===== config.mk =====
export PLATFORM = sky130hd
export DESIGN_NAME = spin_controller
export DESIGN_NICKNAME = d
export VERILOG_FILES = /design/src/rtl/tetris_pkg.sv /design/src/rtl/cell_bounds_check.sv /design/src/rtl/piece_spinner.sv /design/src/rtl/spin_controller.sv
export SDC_FILE = /design/constraint.sdc
export NUM_CORES = 1
export LEC_CHECK = 0
export CORE_MARGIN = 5
export CORE_UTILIZATION = 49
export DETAILED_ROUTE_END_ITERATION = 7
export PLACE_DENSITY_LB_ADDON = 0.15
export RECOVER_POWER = 50
export SETUP_SLACK_MARGIN = 0.05
export SLEW_MARGIN = 10
export SYNTH_ARGS = -nofsm -noshare
export SYNTH_HDL_FRONTEND = slang
export SYNTH_SLANG_ARGS = --single-unit

===== constraint.sdc =====
create_clock -name clk -period 5.5 [get_ports clk]
set_clock_uncertainty 0.1 [all_clocks]
set_input_delay 1.1 -clock clk [delete_from_list [all_inputs] [get_ports clk]]
set_output_delay 1.1 -clock clk [all_outputs]
set_load 0.05 [all_outputs]

===== src/rtl/tetris_pkg.sv =====
// Shared types and helpers for the tetromino spin controller.
package tetris_pkg;

  localparam int unsigned XSIZE     = 3;
  localparam int unsigned YSIZE     = 3;
  localparam int unsigned NUM_CELLS = 4;

  // Coordinates carry one extra bit so underflow/overflow show up in the MSB.
  typedef logic [XSIZE:0] coord_x_t;
  typedef logic [YSIZE:0] coord_y_t;

  typedef logic [1:0] spin_t;

  typedef enum logic [2:0] {
    StIdle,
    StCalc,
    StCheck,
    StDone,
    StKick
  } spin_state_e;

  // Linear board bit index of cell (x, y).
  function automatic int unsigned board_index(input int unsigned x, input int unsigned y,
                                              input int unsigned xsize);
    return y * (32'd1 << xsize) + x;
  endfunction

endpackage


===== src/rtl/cell_bounds_check.sv =====
// Single-cell legality test: out of bounds (MSB set) or landing on an occupied bit.
module cell_bounds_check
  import tetris_pkg::*;
#(
  parameter int unsigned XSIZE = 3,
  parameter int unsigned YSIZE = 3
) (
  input  logic [XSIZE:0]                        cx,
  input  logic [YSIZE:0]                        cy,
  input  logic [(2**XSIZE)*(2**YSIZE)-1:0]      board,
  output logic                                  fail
);

  logic [XSIZE+YSIZE-1:0] idx;

  // Index uses only the in-range bits; the MSB test covers the rest.
  always_comb begin
    idx  = (XSIZE + YSIZE)'(board_index(32'(cx[XSIZE-1:0]), 32'(cy[YSIZE-1:0]), XSIZE));
    fail = cx[XSIZE] | cy[YSIZE] | board[idx];
  end

endmodule


===== src/rtl/piece_spinner.sv =====
// Rotated candidate: each cell moves by its table offset; spin state advances by one.
module piece_spinner
  import tetris_pkg::*;
#(
  parameter int unsigned XSIZE = 3,
  parameter int unsigned YSIZE = 3
) (
  input  logic [3:0][XSIZE:0] cur_x,
  input  logic [3:0][YSIZE:0] cur_y,
  input  logic [3:0][XSIZE:0] spin_x,
  input  logic [3:0][YSIZE:0] spin_y,
  input  spin_t               cur_spin,
  output logic [3:0][XSIZE:0] cand_x,
  output logic [3:0][YSIZE:0] cand_y,
  output spin_t               new_spin
);

  // Two's-complement add, wrapping at the coordinate width.
  always_comb begin
    for (int i = 0; i < 4; i++) begin
      cand_x[i] = cur_x[i] + spin_x[i];
      cand_y[i] = cur_y[i] + spin_y[i];
    end
    new_spin = cur_spin + 2'd1;
  end

endmodule


===== src/rtl/spin_controller.sv =====
// Tetromino rotation sequencer: compute candidate, check cells one per cycle, commit or reject.
// Optional wall kick (retry at x+1, then x-1) enabled by defining SPIN_WALL_KICK_EN.
module spin_controller
  import tetris_pkg::*;
#(
  parameter int unsigned XSIZE = 3,
  parameter int unsigned YSIZE = 3
) (
  input  logic                               clk,
  input  logic                               reset,
  input  logic                               load,
  input  logic [3:0][XSIZE:0]                load_x,
  input  logic [3:0][YSIZE:0]                load_y,
  input  spin_t                              load_spin,
  input  logic                               spin_req,
  input  logic [3:0][XSIZE:0]                spin_x,
  input  logic [3:0][YSIZE:0]                spin_y,
  input  logic [(2**XSIZE)*(2**YSIZE)-1:0]   board,
  output logic [3:0][XSIZE:0]                cur_x,
  output logic [3:0][YSIZE:0]                cur_y,
  output spin_t                              cur_spin,
  output logic                               busy,
  output logic                               done,
  output logic                               spin_ok
);

  spin_state_e         state_q, state_d;
  logic [1:0]          cell_q, cell_d;
  logic [3:0][XSIZE:0] cur_x_q, cur_x_d, cand_x_q, cand_x_d, sp_x;
  logic [3:0][YSIZE:0] cur_y_q, cur_y_d, cand_y_q, cand_y_d, sp_y;
  spin_t               cur_spin_q, cur_spin_d, new_spin_q, new_spin_d, sp_spin;
  logic                spin_ok_q, spin_ok_d;
  logic                cell_fail;
`ifdef SPIN_WALL_KICK_EN
  logic [1:0]          kick_q, kick_d;
  logic [XSIZE:0]      kick_delta;
`endif

  piece_spinner #(
    .XSIZE(XSIZE),
    .YSIZE(YSIZE)
  ) u_spinner (
    .cur_x   (cur_x_q),
    .cur_y   (cur_y_q),
    .spin_x  (spin_x),
    .spin_y  (spin_y),
    .cur_spin(cur_spin_q),
    .cand_x  (sp_x),
    .cand_y  (sp_y),
    .new_spin(sp_spin)
  );

  cell_bounds_check #(
    .XSIZE(XSIZE),
    .YSIZE(YSIZE)
  ) u_check (
    .cx   (cand_x_q[cell_q]),
    .cy   (cand_y_q[cell_q]),
    .board(board),
    .fail (cell_fail)
  );

  // Next-state logic; load overrides everything except reset.
  always_comb begin
    state_d    = state_q;
    cell_d     = cell_q;
    cur_x_d    = cur_x_q;
    cur_y_d    = cur_y_q;
    cur_spin_d = cur_spin_q;
    cand_x_d   = cand_x_q;
    cand_y_d   = cand_y_q;
    new_spin_d = new_spin_q;
    spin_ok_d  = spin_ok_q;
`ifdef SPIN_WALL_KICK_EN
    kick_d     = kick_q;
    kick_delta = (kick_q == 2'd0) ? (XSIZE + 1)'(1) : (XSIZE + 1)'(-2);
`endif
    if (load) begin
      cur_x_d    = load_x;
      cur_y_d    = load_y;
      cur_spin_d = load_spin;
      state_d    = StIdle;
    end else begin
      unique case (state_q)
        StIdle: begin
          if (spin_req) state_d = StCalc;
        end
        StCalc: begin
          cand_x_d   = sp_x;
          cand_y_d   = sp_y;
          new_spin_d = sp_spin;
          cell_d     = 2'd0;
`ifdef SPIN_WALL_KICK_EN
          kick_d     = 2'd0;
`endif
          state_d    = StCheck;
        end
        StCheck: begin
          if (cell_fail) begin
`ifdef SPIN_WALL_KICK_EN
            if (kick_q < 2'd2) begin
              state_d = StKick;
            end else begin
              spin_ok_d = 1'b0;
              state_d   = StDone;
            end
`else
            spin_ok_d = 1'b0;
            state_d   = StDone;
`endif
          end else if (cell_q == 2'd3) begin
            spin_ok_d  = 1'b1;
            cur_x_d    = cand_x_q;
            cur_y_d    = cand_y_q;
            cur_spin_d = new_spin_q;
            state_d    = StDone;
          end else begin
            cell_d = cell_q + 2'd1;
          end
        end
        StDone: begin
          state_d = StIdle;
        end
        StKick: begin
`ifdef SPIN_WALL_KICK_EN
          // First kick shifts +1, second shifts -2 (net -1 from the original candidate).
          for (int i = 0; i < 4; i++) cand_x_d[i] = cand_x_q[i] + kick_delta;
          kick_d  = kick_q + 2'd1;
          cell_d  = 2'd0;
          state_d = StCheck;
`else
          state_d = StIdle;
`endif
        end
        default: state_d = StIdle;
      endcase
    end
  end

  // State and datapath registers with synchronous reset.
  always_ff @(posedge clk) begin
    if (reset) begin
      state_q    <= StIdle;
      cell_q     <= 2'd0;
      cur_x_q    <= '0;
      cur_y_q    <= '0;
      cur_spin_q <= '0;
      cand_x_q   <= '0;
      cand_y_q   <= '0;
      new_spin_q <= '0;
      spin_ok_q  <= 1'b0;
`ifdef SPIN_WALL_KICK_EN
      kick_q     <= 2'd0;
`endif
    end else begin
      state_q    <= state_d;
      cell_q     <= cell_d;
      cur_x_q    <= cur_x_d;
      cur_y_q    <= cur_y_d;
      cur_spin_q <= cur_spin_d;
      cand_x_q   <= cand_x_d;
      cand_y_q   <= cand_y_d;
      new_spin_q <= new_spin_d;
      spin_ok_q  <= spin_ok_d;
`ifdef SPIN_WALL_KICK_EN
      kick_q     <= kick_d;
`endif
    end
  end

  // Outputs decoded from registered state.
  always_comb begin
    cur_x    = cur_x_q;
    cur_y    = cur_y_q;
    cur_spin = cur_spin_q;
    busy     = (state_q != StIdle);
    done     = (state_q == StDone);
    spin_ok  = spin_ok_q;
  end

endmodule


==> summary.md <==
| Metric | Value |
|---|---|
| Total die area | 11740 µm² |
| Vias in the first global route | 4454 |
| Overall power | 1.371 mW |
| Mean Syn Cell Area | 9.185 µm² |
| Pin count of the biggest net entering global routing | 73 |
| Largest area contributor in the netlist | dfxtp_1 |
| FF+latch count, synth | 73 |
| CTS Buffer Depth | 2 |
| Remaining DRCs | 0 |
| Met1 Use GR | 0.2821 |
| Fin crit share | 0.8082 |
| Distinct cell type count after synthesis | 42 |
| Final Critical Period | 4.445 ns |
| Worst hold path type | reg -> reg |
| Mapped Cells | 516 |
| Core area | 9328 µm² |
| Failing checks | max-capacitance violations, max-slew violations |
| CP endpoint kind | flip-flop |
| Skew-Pair Late Insertion Delay | 0.35 ns |
| Row count | 35 |
| Ant. Diodes | 0 |
| Layout net count | 836 |
| Worst vdd ir | 0.0001490 V |
| Setup TNS | 0 ns |
| Crit-path slowest cell | nor2b_1 |
| Outcome | finished, violations left |
| Root Buffer | clkbuf_8 |
| Average wire per standard cell | 17.05 µm |
| Initial drt markers | 194 |
| Setup violations, final | 0 |
| Sequential fraction of the synthesis area | 0.3083 |
| Area delta synth->final | 39.10% |
| Clock Sinks | 73 |
| Finished Layout Cells | 799 |
| Top cells by area, synth | dfxtp_1, mux2i_1, a211oi_1 |
| P_leak | 2.427 nW |
| Clock buffer count from CTS | 9 |
| Syn Nets | 687 |
| RSZ-0062 raised after global routing | false |
| Top cell type's share of synthesized area | 0.3083 |
| Antenna violations before repair | 0 |
| Vias per inst | 5.389 |
| Tot GR Track Use | 0.2296 |
| Io pins | 171 |
| Commonest cells after routing, fill and taps aside | clkdlybuf4s50_1, dfxtp_1, mux2i_1, nor2_1, a211oi_1 |
| Post-Place Cells | 783 |
| CTS tree | built |
| Rel. slew slack | -1.236 |
| First-pass GRT wire length | 21460 µm |
| Synth Warn # | 0 |
| Die H | 108.4 µm |
| CP cell instances | dlygate4sd3_1, nor2b_1, nor2_1, a211oi_1 |
| Final Hold Viols | 0 |
| Post-Syn Area | 4740 µm² |
| Number of nets with antenna violations after routing | 0 |
| Port bufs | 170 |
| Initial core utilization | 0.5081 |
| Routability cong. | 0.8282 |
| Worst slack, placed | 1.060 ns |
| Post-layout util | 0.7068 |
| Cts hold-fix bufs | 0 |
| Data required time of the worst path | 5.66 ns |
| Final Slew Violations | 53 |
| GRT met3 Usage | 0.05433 |
| Max Clk Rate | 0.2250 GHz |
| Die W | 108.4 µm |
| Total gr overflow | 0 |
| Critical path class | in -> reg |
| Max_cap viols | 1 |
| CP arrival | 4.61 ns |
| CP max FO | 52 |
| Hold_ws | 0.3763 ns |
| CP Launch Type | primary input |
| Number of post-CTS setup repair buffers | 0 |
| Worst-path clk slew | 0.09 ns |
| DRT Pass-1 Iters | 4 |
| M2 GR Usage | 0.4116 |
| Pwr Density | 207.9 nW/µm² |
| Dpl hpwl | 10390 µm |
| Vias post-DR | 4306 |
| Final Routed Wirelength | 13620 µm |
| H-tree depth | 3 |
| Worst reg-to-reg path cell count | 9 |
| Grt peak-use layer | met2 |
| Worst-Margin Slew | 3.348 ns |
| Most common cell after layout, fill and taps aside | clkdlybuf4s50_1 |
| Resize count post-CTS | 0 |
| Layout cells sized above 1 | 0.05522 |
| Fin area | 6593 µm² |
| Hold depth | 2 |
| Largest stage delay, worst path | 2.47 ns |
| Worst Slack Setup Final | 1.055 ns |
| Placed Area | 6415 µm² |
==> metal layers <==
layer / share of wire / vias to the layer above
li1: - / 2141
met1: 0.43 / 2017
met2: 0.49 / 139
met3: 0.068 / 9
met4: 0.0068 / 0
met5: 0 / -
==> power by group <==
group / internal (mW) / total, mW / switching, mW
Combinational: 0.193 / 0.386 / 0.192
Sequential: 0.557 / 0.584 / 0.0272
Clock: 0.172 / 0.401 / 0.229
Total: 0.922 / 1.37 / 0.448
==> critical path, delay by kind of cell <==
kind	cells	cell delay [ns]
simple gates	2	2.58
buf+inv	1	0.59
compound gates	1	0.33
==> area by class of cell <==
cell class | count | area (µm²)
sequential | 73 | 1461
inverter | 32 | 120.1
fill | 773 | 2735
timing repair buffer | 173 | 1719
multi-input combinational | 376 | 2945
clock inverter | 7 | 61.31
clock buffer | 9 | 123.9
tap | 129 | 161.4
==> registers in the layout (all words and copies together), names as in the netlist <==
register,flops
cand_y_q,16
cur_spin,2
cur_y,16
cur_x,16
state_q,2
cand_x_q,16
new_spin_q,2
cell_q,2
spin_ok,1
==> worst paths after layout <==
| path | from | end | slack (ns) |
|---|---|---|---|
| hold / removal | cand_x_q[12] | cand_x_q[12] | 0.38 |
| setup / recovery | load | cand_y_q[7] | 1.05 |
| hold reg to reg | cand_x_q[12] | cand_x_q[12] | 0.38 |
| setup reg to reg | cell_q[0] | cur_y[1] | 1.10 |
==> cells in the mapped netlist, drive strengths merged <==
cell,n
o211ai,3
buf,12
ha,29
mux2i,67
mux2,1
nor3,3
a311oi,2
o2111ai,1
nor2b,5
and3,1
and2,1
nand4,1
nand2,47
clkinv,1
a211o,1
a31o,1
nor2,59
a21oi,30
inv,31
a21boi,1
nand3b,2
a21o,10
a221oi,1
nor3b,2
o21ai,1
a31oi,2
a211oi,55
dfxtp,73
clkbuf,23
mux4,9
fa,8
a22oi,1
xnor2,25
a32oi,3
o221a,1
nand3,3
==> logic make-up (layout without fill, tap and decap cells) <==
logic type               count (synthesis)  in the layout  share of synthesized area
AO/OA/AOI/OAI                          113            113                     0.1695
XOR/XNOR                                25             25                    0.04620
adder cells (fa/ha/maj)                 37             37                     0.1103
buffers and inverters                   67            221                    0.07180
flip-flops                              73             73                     0.3083
multiplexers                            77             77                     0.1866
AND/OR/NAND/NOR                        124            124                     0.1072
No activity file was read; power rests on OpenSTA's default activity.
